File: src/rtl/mdu_hilo.sv
// Multiply/divide unit with architectural HI/LO; holds the ID/EX segment while an operation runs.
// Optional MDU_MUL_ITER_EN: multiply uses the 32-step BUSY loop instead of a single-cycle multiplier.
module mdu_hilo (
  input  logic        clk,
  input  logic        resetn,
  input  logic        ex_mult,
  input  logic        ex_div,
  input  logic        ex_mdsign,
  input  logic [31:0] ex_A,
  input  logic [31:0] ex_B,
  input  logic [1:0]  ex_hilowen,
  input  logic [1:0]  ex_hiloren,
  input  logic        stall_in,
  input  logic        refresh,
  output logic        md_stall,
  output logic [31:0] hilo_rdata,
  output logic [31:0] hi,
  output logic [31:0] lo
);

  typedef enum logic [1:0] {IDLE = 2'd0, BUSY = 2'd1, DONE = 2'd2} state_t;

  state_t      state_q, state_d;
  logic [4:0]  cnt_q, cnt_d;
  logic [31:0] rem_q, rem_d, quo_q, quo_d, dvs_q, dvs_d;
  logic [31:0] res_hi_q, res_hi_d, res_lo_q, res_lo_d;
  logic [31:0] hi_q, hi_d, lo_q, lo_d;
  logic        qneg_q, qneg_d, rneg_q, rneg_d;

  logic        a_neg, b_neg;
  logic [31:0] a_abs, b_abs;
  logic [32:0] rem_sh;
  logic        no_borrow;
  logic [31:0] step_rem, step_quo;

  assign a_neg = ex_mdsign & ex_A[31];
  assign b_neg = ex_mdsign & ex_B[31];
  assign a_abs = a_neg ? -ex_A : ex_A;
  assign b_abs = b_neg ? -ex_B : ex_B;

  // Restoring step; a zero divisor never borrows, so the quotient fills with ones
  // and the remainder ends up holding the raw dividend.
  assign rem_sh    = {rem_q, quo_q[31]};
  assign no_borrow = rem_sh >= {1'b0, dvs_q};

`ifdef MDU_MUL_ITER_EN
  logic        mul_q, mul_d;
  logic [32:0] mul_add;
  logic [63:0] mul_fix;

  assign mul_add  = {1'b0, rem_q} + (quo_q[0] ? {1'b0, dvs_q} : 33'd0);
  assign step_rem = mul_q ? mul_add[32:1] : (no_borrow ? 32'(rem_sh - {1'b0, dvs_q}) : rem_sh[31:0]);
  assign step_quo = mul_q ? {mul_add[0], quo_q[31:1]} : {quo_q[30:0], no_borrow};
  assign mul_fix  = qneg_q ? -{step_rem, step_quo} : {step_rem, step_quo};
`else
  logic [63:0] ext_a, ext_b, product;

  assign ext_a    = {{32{a_neg}}, ex_A};
  assign ext_b    = {{32{b_neg}}, ex_B};
  assign product  = ext_a * ext_b;
  assign step_rem = no_borrow ? 32'(rem_sh - {1'b0, dvs_q}) : rem_sh[31:0];
  assign step_quo = {quo_q[30:0], no_borrow};
`endif

  always_comb begin
    state_d  = state_q;
    cnt_d    = cnt_q;
    rem_d    = rem_q;
    quo_d    = quo_q;
    dvs_d    = dvs_q;
    qneg_d   = qneg_q;
    rneg_d   = rneg_q;
    res_hi_d = res_hi_q;
    res_lo_d = res_lo_q;
    hi_d     = hi_q;
    lo_d     = lo_q;
    md_stall = 1'b0;
`ifdef MDU_MUL_ITER_EN
    mul_d    = mul_q;
`endif
    case (state_q)
      IDLE: begin
        if ((ex_mult || ex_div) && !refresh) begin
          md_stall = 1'b1;
          cnt_d    = 5'd0;
          rem_d    = 32'd0;
          if (ex_div) begin
            state_d = BUSY;
            if (ex_B == 32'd0) begin
              quo_d  = ex_A;
              dvs_d  = 32'd0;
              qneg_d = 1'b0;
              rneg_d = 1'b0;
            end else begin
              quo_d  = a_abs;
              dvs_d  = b_abs;
              qneg_d = a_neg ^ b_neg;
              rneg_d = a_neg;
            end
`ifdef MDU_MUL_ITER_EN
            mul_d = 1'b0;
          end else begin
            state_d = BUSY;
            quo_d   = b_abs;
            dvs_d   = a_abs;
            qneg_d  = a_neg ^ b_neg;
            rneg_d  = 1'b0;
            mul_d   = 1'b1;
          end
`else
          end else begin
            state_d  = DONE;
            res_hi_d = product[63:32];
            res_lo_d = product[31:0];
          end
`endif
        end else if (!stall_in && !refresh) begin
          if (ex_hilowen[1]) hi_d = ex_A;
          if (ex_hilowen[0]) lo_d = ex_A;
        end
      end
      BUSY: begin
        md_stall = 1'b1;
        if (refresh) begin
          state_d = IDLE;
        end else begin
          cnt_d = cnt_q + 5'd1;
          rem_d = step_rem;
          quo_d = step_quo;
          if (cnt_q == 5'd31) begin
            state_d  = DONE;
            res_hi_d = rneg_q ? -step_rem : step_rem;
            res_lo_d = qneg_q ? -step_quo : step_quo;
`ifdef MDU_MUL_ITER_EN
            if (mul_q) begin
              res_hi_d = mul_fix[63:32];
              res_lo_d = mul_fix[31:0];
            end
`endif
          end
        end
      end
      DONE: begin
        if (refresh) begin
          state_d = IDLE;
        end else if (!stall_in) begin
          state_d = IDLE;
          hi_d    = res_hi_q;
          lo_d    = res_lo_q;
        end
      end
      default: state_d = IDLE;
    endcase
  end

  always_ff @(posedge clk or negedge resetn) begin
    if (!resetn) begin
      state_q  <= IDLE;
      cnt_q    <= 5'd0;
      rem_q    <= 32'd0;
      quo_q    <= 32'd0;
      dvs_q    <= 32'd0;
      qneg_q   <= 1'b0;
      rneg_q   <= 1'b0;
      res_hi_q <= 32'd0;
      res_lo_q <= 32'd0;
      hi_q     <= 32'd0;
      lo_q     <= 32'd0;
`ifdef MDU_MUL_ITER_EN
      mul_q    <= 1'b0;
`endif
    end else begin
      state_q  <= state_d;
      cnt_q    <= cnt_d;
      rem_q    <= rem_d;
      quo_q    <= quo_d;
      dvs_q    <= dvs_d;
      qneg_q   <= qneg_d;
      rneg_q   <= rneg_d;
      res_hi_q <= res_hi_d;
      res_lo_q <= res_lo_d;
      hi_q     <= hi_d;
      lo_q     <= lo_d;
`ifdef MDU_MUL_ITER_EN
      mul_q    <= mul_d;
`endif
    end
  end

  assign hi         = hi_q;
  assign lo         = lo_q;
  assign hilo_rdata = ex_hiloren[1] ? hi_q : (ex_hiloren[0] ? lo_q : 32'd0);

endmodule

File: config.mk
export PLATFORM = sky130hd
export DESIGN_NAME = mdu_hilo
export DESIGN_NICKNAME = d
export VERILOG_FILES = /design/src/rtl/mdu_hilo.sv
export SDC_FILE = /design/constraint.sdc
export NUM_CORES = 2
export LEC_CHECK = 0
export CAP_MARGIN = 25
export CORE_AREA = 2 2 305 307
export DETAILED_ROUTE_END_ITERATION = 10
export DIE_AREA = 0 0 307 309
export PLACE_DENSITY = 0.8
export SYNTH_ARGS = -nofsm -noshare
export SYNTH_HDL_FRONTEND = slang
export SYNTH_SLANG_ARGS = --single-unit
File: constraint.sdc
create_clock -name clk -period 4.5 [get_ports clk]
set_clock_uncertainty 0.05 [all_clocks]
set_input_delay 1.125 -clock clk [delete_from_list [all_inputs] [get_ports clk]]
set_output_delay 1.125 -clock clk [all_outputs]
set_load 0.02 [all_outputs]
==> metrics.md <==
| Metric | Value |
|---|---|
| Clk sink count | `233` |
| Clk slew on worst S/H paths | `0.06 ns` |
| Initial drt markers | `6534` |
| Area share of the leading cell type in the synthesized netlist | `42.1%` |
| Post-Syn Area | `53600 µm²` |
| Routed wire length | `213 mm` |
| Synth warnings | `0` |
| Synthesized net count | `7659` |
| Initial Util | `58.6%` |
| Maxcap violations | `0` |
| Seq/Total Area, Yosys | `10.9%` |
| CP required | `4.88 ns` |
| Kind of critical path | `in2reg` |
| Largest net degree at the start of global routing | `122` |
| Fin nets | `8400` |
| Gpl congestion | `1.03` |
| Failing checks | `negative setup slack` |
| Slew @ Worst Pin | `1.22 ns` |
| Async S/R FF share, synth | `100%` |
| Startpoint Class | `primary input` |
| M3 GR Usage | `15.1%` |
| Non-filler instance count after layout | `8169` |
| Die width | `307 µm` |
| Tightest hold margin | `0.427 ns` |
| Util after Layout | `74.5%` |
| DRC viols | `0` |
| Io pins | `172` |
| Post-Syn Instances | `6208` |
| Fmax achieved | `115 MHz` |
| Synth unique cells | `84` |
| WL per Instance | `26.1 µm` |
| Worst slew margin | `18.4%` |
| Critical-path maximum fanout | `4` |
| Minimum clock period | `8.68 ns` |
| Worst hold path class | `reg2reg` |
| GR peak layer | `met2` |
| Post-synth EDFFs | `0` |
| Final setup viols | `58` |
| Flops & latches, synth | `233` |
| Clock Path Buffers | `3` |
| Row count | `111` |
| Outcome | `finished with violations` |
| Max Slew Vio Count | `0` |
| Most common cell in the netlist | `inv_1` |
| Top cells by area, synth | `fa_1 42%, dfrtp_1 11%, inv_1 8.2%, nand2_1 7.0%, ha_1 5.8%` |
| WP data arrival | `9.06 ns` |
| Post-synth top flop | `dfrtp_1` |
| H-tree depth | `1` |
| CTS tree | `built` |
| Port Buffer Count | `171` |
| Fin crit share | `193%` |
| # fillers | `5784` |
| Met1 Usage GRT | `51.1%` |
| Layout cells sized above 1 | `22.4%` |
| Pre-antenna DRT Iters | `7` |
| GRT met2 Usage | `64.6%` |
| RSZ-0062 raised after global routing | `true` |
| CTS buffer count | `25` |
| Average cell area after synthesis | `8.63 µm²` |
| Root Buffer | `clkbuf_16` |
| Die area | `94900 µm²` |
| Setup slack after placement | `-4.84 ns` |
| Synth top cells by count | `1172 x inv_1, 1126 x fa_1, 1005 x nand2_1` |
| Vias in the first global route | `51900` |
| Avg Vias per Cell | `6.17` |
| Global-route wire length before repair | `305 mm` |
| Top cell type by total area after synthesis | `fa_1` |
| Final Hold Fails | `0` |
| HPWL Detailed | `146 mm` |
| Gr usage total | `42.9%` |
| Area grow syn2layout | `27.0%` |
| Post-layout worst setup margin | `-4.18 ns` |
| Remaining antenna violation count | `0` |
| Placeable Area | `91400 µm²` |
| Clock latency on the worst-skew pair | `0.54 ns` |
| Overall die height | `309 µm` |
| GRT overflow | `0` |
| Vias | `50400` |
| Placed cell count | `7906` |
| Initial antenna violation count | `20` |
| CP endpoint kind | `register` |
cell type report:
class	instances	area, µm²	share of cell area [%]
multi-input combinational	4399	44400	65.2
timing repair buffer	1118	11100	16.3
sequential	233	5830	8.56
inverter	1172	4420	6.49
tap	1186	1480	2.18
clock buffer	34	689	1.01
clock inverter	11	123	0.180
antenna	16	40.0	0.0588
per-layer routing:
| metal | part of all wire [%] | wire [µm] |
|---|---|---|
| met5 | 0.060 | 127 |
| met3 | 15 | 32300 |
| met1 | 32 | 68300 |
| met2 | 42 | 89300 |
| met4 | 11 | 22800 |
final timing paths:
kind	startpoint	to	slack [ns]	cells past startpoint
worst max-delay path	ex_B[31]	res_hi_q[26]	-4.18	28
worst min-delay path	res_lo_q[29]	res_lo_q[29]	0.43	2
worst max register to register	dvs_q[18]	res_lo_q[28]	-0.37	21
worst min register to register	res_lo_q[29]	res_lo_q[29]	0.43	2
max in group asynchronous	resetn	hi[30]	2.90	2
min in group asynchronous	resetn	rem_q[13]	0.65	1
flip-flops by register name, summed over array words and instances (netlist names):
name	flops
cnt_q	5
dvs_q	32
hi	32
lo	32
qneg_q	1
quo_q	32
rem_q	32
res_hi_q	32
res_lo_q	32
rneg_q	1
state_q	2
critical path, cell delays in order:
cell and delay, ns:
dlygate4sd2_1 0.37, and2_1 0.21, inv_1 0.11, buf_4 0.17, nor2_1 0.52, fa_1 0.59
fa_1 0.47, fa_1 0.44, fa_1 0.48, fa_1 0.44, fa_1 0.48, fa_1 0.50
inv_1 0.06, fa_1 0.48, inv_1 0.05, ha_1 0.32, buf_4 0.17, nand2_1 0.06
o21ai_1 0.08, a41oi_2 0.27, o21bai_4 0.09, a221o_1 0.39, a2111oi_4 0.22, a21oi_2 0.13
a31o_2 0.22, a21oi_2 0.18, xnor2_1 0.09, a221o_1 0.32
logic make-up after synthesis:
logic type / count (synthesis) / synth area share (%)
AO/OA/AOI/OAI: 862 / 9.70
XOR/XNOR: 210 / 3.43
adder cells (fa/ha/maj): 1376 / 47.9
buffers and inverters: 1576 / 11.1
flip-flops: 233 / 10.9
multiplexers: 29 / 0.556
AND/OR/NAND/NOR: 1922 / 16.4
metrics by stage:
step           area (µm²)  TNS [ns]
6_report            68100   -191.89
3_5_place_dp        62600   -240.92
3_3_place_gp        62600   -232.82
4_1_cts             66400   -170.91
2_1_floorplan       55500   -158.94
5_1_grt             68000   -198.72
cell usage in the layout (no fill, tap or decap), types with 47 or more instances in the layout:
| master | n |
|---|---|
| inv_1 | 1082 |
| o21ai_1 | 47 |
| fa_1 | 1065 |
| buf_12 | 93 |
| fa_2 | 61 |
| clkdlybuf4s50_1 | 106 |
| nor2_1 | 260 |
| ha_4 | 56 |
| ha_1 | 191 |
| buf_6 | 92 |
| buf_4 | 738 |
| nand2_1 | 979 |
| inv_2 | 84 |
| a21oi_1 | 273 |
| dfrtp_1 | 233 |
| xor2_1 | 93 |
| o21ai_0 | 152 |
| and2_1 | 309 |
| a21oi_2 | 48 |
| xnor2_1 | 92 |
repair_timing:
item                                    4_1_cts  5_1_grt
hold buffers                                  0        0
cloned                                       26        7
pin swaps                                   205      244
buffers inserted                            138       62
gates resized for setup                     473      334
endpoints found under the setup margin       62       67
Power is left out: the tool's default activity adds up to more than one toggle a clock period on the data nets, which glitch-free logic cannot reach.
